===== src/rtl/seq_det_pkg.sv =====
// rtl/seq_det_pkg.sv - shared constants and configuration checks for the sequence detector
package seq_det_pkg;

    localparam int SEG_A  = 0;
    localparam int SEG_B  = 1;
    localparam int SEG_C  = 2;
    localparam int SEG_D  = 3;
    localparam int SEG_E  = 4;
    localparam int SEG_F  = 5;
    localparam int SEG_G  = 6;
    localparam int SEG_DP = 7;

    // Entry n is the active-high a..g pattern for hex digit n, bit 0 = segment a.
    localparam logic [15:0][6:0] HEX_SEG_TABLE = {
        7'h71, 7'h79, 7'h5E, 7'h39,
        7'h7C, 7'h77, 7'h6F, 7'h7F,
        7'h07, 7'h7D, 7'h6D, 7'h66,
        7'h4F, 7'h5B, 7'h06, 7'h3F
    };

    function automatic bit len_w_ok(input int max_len, input int len_w);
        return (max_len >= 2) && (max_len <= 16) && ((1 << len_w) > max_len);
    endfunction

endpackage


===== src/rtl/hex_to_7seg.sv =====
// rtl/hex_to_7seg.sv - combinational 4-bit to active-high seven-segment decoder
module hex_to_7seg
    import seq_det_pkg::*;
(
    input  logic [3:0] i_nibble,
    output logic [6:0] o_seg
);

    assign o_seg = HEX_SEG_TABLE[i_nibble];

endmodule


===== src/rtl/seq_detector_param.sv =====
// rtl/seq_detector_param.sv - programmable serial pattern detector with saturating match count
module seq_detector_param
    import seq_det_pkg::*;
#(
    parameter int                   MAX_LEN     = 8,
    parameter int                   LEN_W       = 4,
    parameter int                   CNT_W       = 8,
    parameter logic [MAX_LEN-1:0]   DEFAULT_PAT = MAX_LEN'(8'b0000_0100),
    parameter int                   DEFAULT_LEN = 3
) (
    input  logic               clk,
    input  logic               rst_n,
    input  logic               ena,
    input  logic               bit_in,
    input  logic               bit_valid,
    input  logic               pat_load,
    input  logic [MAX_LEN-1:0] pat_data,
    input  logic [LEN_W-1:0]   pat_len,
    input  logic               overlap_en,
    input  logic               clr_count,
    output logic               match,
    output logic [CNT_W-1:0]   match_count,
    output logic [7:0]         seg
);

    if (!len_w_ok(MAX_LEN, LEN_W)) begin : g_bad_len_cfg
        $error("seq_detector_param: MAX_LEN must be 2..16 and 2**LEN_W > MAX_LEN");
    end
    if (CNT_W < 4) begin : g_bad_cnt_cfg
        $error("seq_detector_param: CNT_W must be at least 4 to drive the display");
    end

    localparam logic [LEN_W-1:0] MAX_LEN_L = LEN_W'(MAX_LEN);
    localparam logic [CNT_W-1:0] CNT_MAX   = {CNT_W{1'b1}};

    logic [MAX_LEN-1:0] r_hist;
    logic [LEN_W-1:0]   r_fill;
    logic [MAX_LEN-1:0] r_pat;
    logic [LEN_W-1:0]   r_len;
    logic               r_match;
    logic [CNT_W-1:0]   r_count;

    logic [MAX_LEN-1:0] w_hist_next;
    logic [LEN_W-1:0]   w_fill_next;
    logic [MAX_LEN-1:0] w_mask;
    logic [LEN_W-1:0]   w_len_clamped;
    logic               w_hit;
    logic               w_accept;
    logic [6:0]         w_seg7;

    assign w_hist_next = {r_hist[MAX_LEN-2:0], bit_in};
    assign w_fill_next = (r_fill == MAX_LEN_L) ? r_fill : r_fill + 1'b1;

    always_comb begin
        w_mask = '0;
        for (int i = 0; i < MAX_LEN; i++) begin
            w_mask[i] = (i < int'(r_len));
        end
    end

    // Compare against the state the accepted bit would produce, so the pulse lands on that same edge.
    assign w_hit = (w_fill_next >= r_len) && (((w_hist_next ^ r_pat) & w_mask) == '0);

    always_comb begin
        w_len_clamped = pat_len;
        if (pat_len == '0) begin
            w_len_clamped = LEN_W'(1);
        end else if (pat_len > MAX_LEN_L) begin
            w_len_clamped = MAX_LEN_L;
        end
    end

    assign w_accept = ena && !pat_load && bit_valid;

    always_ff @(posedge clk or negedge rst_n) begin
        if (!rst_n) begin
            r_hist  <= '0;
            r_fill  <= '0;
            r_pat   <= DEFAULT_PAT;
            r_len   <= LEN_W'(DEFAULT_LEN);
            r_match <= 1'b0;
        end else if (!ena) begin
            r_match <= 1'b0;
        end else if (pat_load) begin
            r_pat   <= pat_data;
            r_len   <= w_len_clamped;
            r_hist  <= '0;
            r_fill  <= '0;
            r_match <= 1'b0;
        end else if (bit_valid) begin
            r_hist  <= w_hist_next;
            r_fill  <= (w_hit && !overlap_en) ? '0 : w_fill_next;
            r_match <= w_hit;
        end else begin
            r_match <= 1'b0;
        end
    end

    always_ff @(posedge clk or negedge rst_n) begin
        if (!rst_n) begin
            r_count <= '0;
        end else if (ena) begin
            if (clr_count) begin
                r_count <= '0;
            end else if (w_accept && w_hit && (r_count != CNT_MAX)) begin
                r_count <= r_count + 1'b1;
            end
        end
    end

    hex_to_7seg u_hex_to_7seg (
        .i_nibble (r_count[3:0]),
        .o_seg    (w_seg7)
    );

    assign seg[SEG_G:SEG_A] = w_seg7;
    assign seg[SEG_DP]      = r_match;
    assign match            = r_match;
    assign match_count      = r_count;

endmodule


===== config.mk =====
export PLATFORM = sky130hd
export DESIGN_NAME = seq_detector_param
export DESIGN_NICKNAME = d
export VERILOG_FILES = /design/src/rtl/seq_det_pkg.sv /design/src/rtl/hex_to_7seg.sv /design/src/rtl/seq_detector_param.sv
export SDC_FILE = /design/constraint.sdc
export NUM_CORES = 1
export LEC_CHECK = 0
export BUFFER_PORTS_ARGS = -buffer_cell sky130_fd_sc_hd__buf_2
export CELL_PAD_IN_SITES_DETAIL_PLACEMENT = 1
export CELL_PAD_IN_SITES_GLOBAL_PLACEMENT = 1
export CORE_MARGIN = 4
export CORE_UTILIZATION = 38
export CTS_CLUSTER_DIAMETER = 120
export DETAILED_ROUTE_END_ITERATION = 16
export PLACE_DENSITY = 0.79
export SYNTH_ARGS = -nofsm -noshare
export SYNTH_HDL_FRONTEND = slang
export SYNTH_SLANG_ARGS = --single-unit

===== constraint.sdc =====
create_clock -name clk -period 2.4 [get_ports clk]
set_input_delay 0 -clock clk [delete_from_list [all_inputs] [get_ports clk]]
set_output_delay 0 -clock clk [all_outputs]
set_load 0.01 [all_outputs]

==> qor.yml <==
yosys:
  synth_fp_nets: 241
  synth.distinct_cells: 44
  synth.area.top_cells: "dfrtp_1 36%, ha_1 8.7%, mux2_2 5.0%, nand2_1 4.4%, a22o_1 4.3%"
  async_flop_share: 1.000
  ys.flop_type: "dfrtp_1"
  avgSynthCellArea_um2: 9.780
  syn_inst: 207
  syn_area_mm2: 0.002024
  yosysTopAreaCell: "dfrtp_1"
  synth_edf_count: 0
  ys_warn_count: 0
  ys_top_cells_by_count: "29 x dfrtp_1, 24 x nand2_1, 15 x inv_1, 14 x ha_1, 10 x a22o_1"
  synth.most_common_cell: "dfrtp_1"
  ys_ff_latch: 32
  synth.top_cell.area_share: 0.3585
  yosysSeqAreaShare: 0.3974
timing:
  worst_slew_pin_slew_ns: 0.9493
  final.min_clock_period_ns: 2.469
  rsz0062_at_grt: "true"
  finalWorstSetupSlack_ns: -0.06873
  finalHoldViolCount: 0
  finalSetupViolations: 9
  relSlewSlack: 0.3665
  slew_viol_final: 0
  fmax_mhz: 405.1
  clock_skew_ns: 0.008957
  min_period_over_period: 1.029
finish:
  multi_input_area_mm2: 0.001260
  seqCellArea_um2: 804.5
  diodes: 0
  drive_above_1_share: 0.3636
  finalInstanceArea_mm2: 0.002814
  syn_to_final_growth_pct: 39.00
  final_nets: 308
  fill_cells: 601
routing:
  avgViaCountPerCell: 5.174
  dr.first_iter.drc_count: 56
  num_vias: 1785
  drc_errors: 0
  final_antenna_net_count: 0
  drt-total-wl_mm: 5.584
  first_pass_iters: 4
  wl_per_cell_um: 16.19
pwr:
  intPower_mw: 1.169
  combPwrFrac: 0.276
  power_switching_share: 0.2958
  design_power_total_mw: 1.659
  power.leakage_nw: 1.292
  worst_ir_drop_vdd_mv: 0.3738
  p_per_area_mw_per_mm2: 589.7
  power_frac_clock: 0.344
  seq_power_share: 0.380
  switching_power_mw: 0.4909
global_routing:
  antenna_found_initial: 0
  grt_first_pass_wirelength_mm: 9.729
  grt_max_degree: 33
  grt_pass1_vias: 1949
  track_usage: 0.1919
  grt-ovfl-total: 0
hold_path:
  hold_end: "r_fill[0]"
  min-delay-start: "overlap_en"
  min_path_cells: 3
  min_path_type: "in2reg"
worst_setup_path:
  regToRegEndpoint: "match_count[0]"
  crit_type: "reg2reg"
  reg2reg_setup_slack_ns: -0.07
  reg2reg_depth: 12
  critPathRequiredTime_ns: 2.58
  worstPathArrival_ns: 2.65
  cp_num_buf_inv: 1
  cp_cell_sequence: "inv_2 -> ha_4 -> nand2_4 -> nor2_4 -> xnor2_2 -> ha_1 -> nand2b_4 -> a2111oi_4 -> a21oi_1 -> nand4_1 -> or3_1 -> a221o_1"
  critical-path-top-delay-family: "simple AND/OR/NAND/NOR gates"
  worstPathMaxFanout: 4
  crit_slowest_cell: "dfrtp_1"
  start_kind: "flop"
  cpPeakStageDelay_ns: 0.40
  worstSetupEndpointType: "flop"
  r2r_start: "r_fill[0]"
die:
  core-area_mm2: 0.005140
  io-pin-count: 37
  die_w_um: 80.99
  num_rows: 26
  die_y_um: 80.99
  start_util: 0.3939
  dieArea_mm2: 0.006559
place:
  place_ws_ns: -0.1457
  portBuffers: 36
  place_area_mm2: 0.002335
  gp_congestion: 0.7787
  hpwlAfterDp_mm: 3.620
clock_network:
  root_buffer: "clkbuf_8"
  cts_tree: "built"
  worstSkewPairLatency_ns: 0.29
  clk_pin_slew_ns: 0.07
  cts_made_buffers: 5
  clock_sinks: 32
  cts-htree-levels: 2
  clock_path_buffers: 2
run_status:
  status: "finished, violations left"
  violations: "setup timing"
flow_run:
  maxCapViolations: 0
[through the flow]
step           std cells  setup TNS [ns]  hold WS (ns)    util
4_1_cts              343         -0.6505       0.03287  0.5424
5_1_grt              345          -1.655       0.06059  0.5475
6_report             345         -0.3359       0.03575  0.5475
3_3_place_gp         314      -0.0008900       0.08744  0.4542
3_5_place_dp         314          -1.330       0.09619  0.4542
2_1_floorplan        207               0       -0.2956       -
[tightest hold or removal path, cell delays in order]
cell and delay, ns:
buf_2 0.10, o31ai_1 0.08, o21ai_1 0.11
[power groups by stage]
stage | Sequential, mW | Combinational [mW] | Clock, mW
3_5_place_dp | 0.640 | 0.358 | 0
6_report | 0.630 | 0.458 | 0.571
3_3_place_gp | 0.637 | 0.345 | 0
2_1_floorplan | 0.633 | 0.233 | 0
5_1_grt | 0.636 | 0.511 | 0.604
4_1_cts | 0.630 | 0.442 | 0.581
[sequential cells by signal, indices dropped and copies added, names as in the netlist]
register	flops
r_hist	7
r_pat	8
r_len	4
r_fill	4
match_count	8
match	1
[routing by layer]
layer | up-vias | wire length, um | global-route usage
li1 | 869 | - | -
met1 | 888 | 2454 | 0.2297
met2 | 23 | 2945 | 0.3522
met3 | 5 | 110 | 0.02993
met4 | 0 | 74 | 0.05574
met5 | - | 0 | 0
[kinds of logic after synthesis]
kind of cell               Yosys count  synth area share
AOI/OAI and AO/OA                   43            0.1489
xor gates and xnor gates            10           0.04326
adders and majority gates           14           0.08653
buffers and inverters               25           0.05068
DFF                                 32            0.3974
muxes                               16           0.09085
and+or+nand+nor                     67            0.1823
[cell type report]
| cell class | instances | share of cell area |
|---|---|---|
| inverter | 15 | 0.02001 |
| sequential | 32 | 0.2859 |
| clock buffer | 7 | 0.03424 |
| multi-input combinational | 150 | 0.4478 |
| timing repair buffer | 70 | 0.1703 |
| clock inverter | 1 | 0.01067 |
| tap | 70 | 0.03112 |
[cells in the final DEF (no fill, tap or decap), types with 6 or more instances in the layout]
| cell | instances |
|---|---|
| a22o_1 | 10 |
| buf_4 | 17 |
| xor2_1 | 6 |
| o21ai_0 | 8 |
| nand3_1 | 6 |
| ha_1 | 11 |
| nand2_1 | 23 |
| inv_1 | 14 |
| dfrtp_1 | 29 |
| buf_2 | 36 |
| nor2_1 | 6 |
| dlygate4sd3_1 | 16 |
| a21oi_1 | 6 |
| mux2_2 | 9 |
| clkbuf_8 | 7 |
[worst max path at each step]
stage / slack [ns] / start / cells after the start / endpoint
after detailed placement: -0.15 / r_fill[0] / 13 / match_count[1]
final: -0.07 / r_fill[0] / 12 / match_count[0]
after global routing: -0.20 / r_fill[0] / 13 / match_count[2]
after floorplan: 0.009 / r_fill[0] / 13 / match_count[0]
after global placement: -0.0009 / r_fill[0] / 11 / match_count[0]
after CTS: -0.07 / r_fill[0] / 12 / match_count[0]
[repair_timing]
| item | CTS | global route |
|---|---|---|
| resized for setup | 20 | 4 |
| setup endpoints to repair | 12 | 13 |
| buffers inserted | 5 | 2 |
| hold buffers | 16 | 0 |
| pin swaps | 15 | 9 |
| cloned | 0 | 0 |
| hold endpoints to repair | 43 | 0 |
No activity file was read; power rests on OpenSTA's default activity.
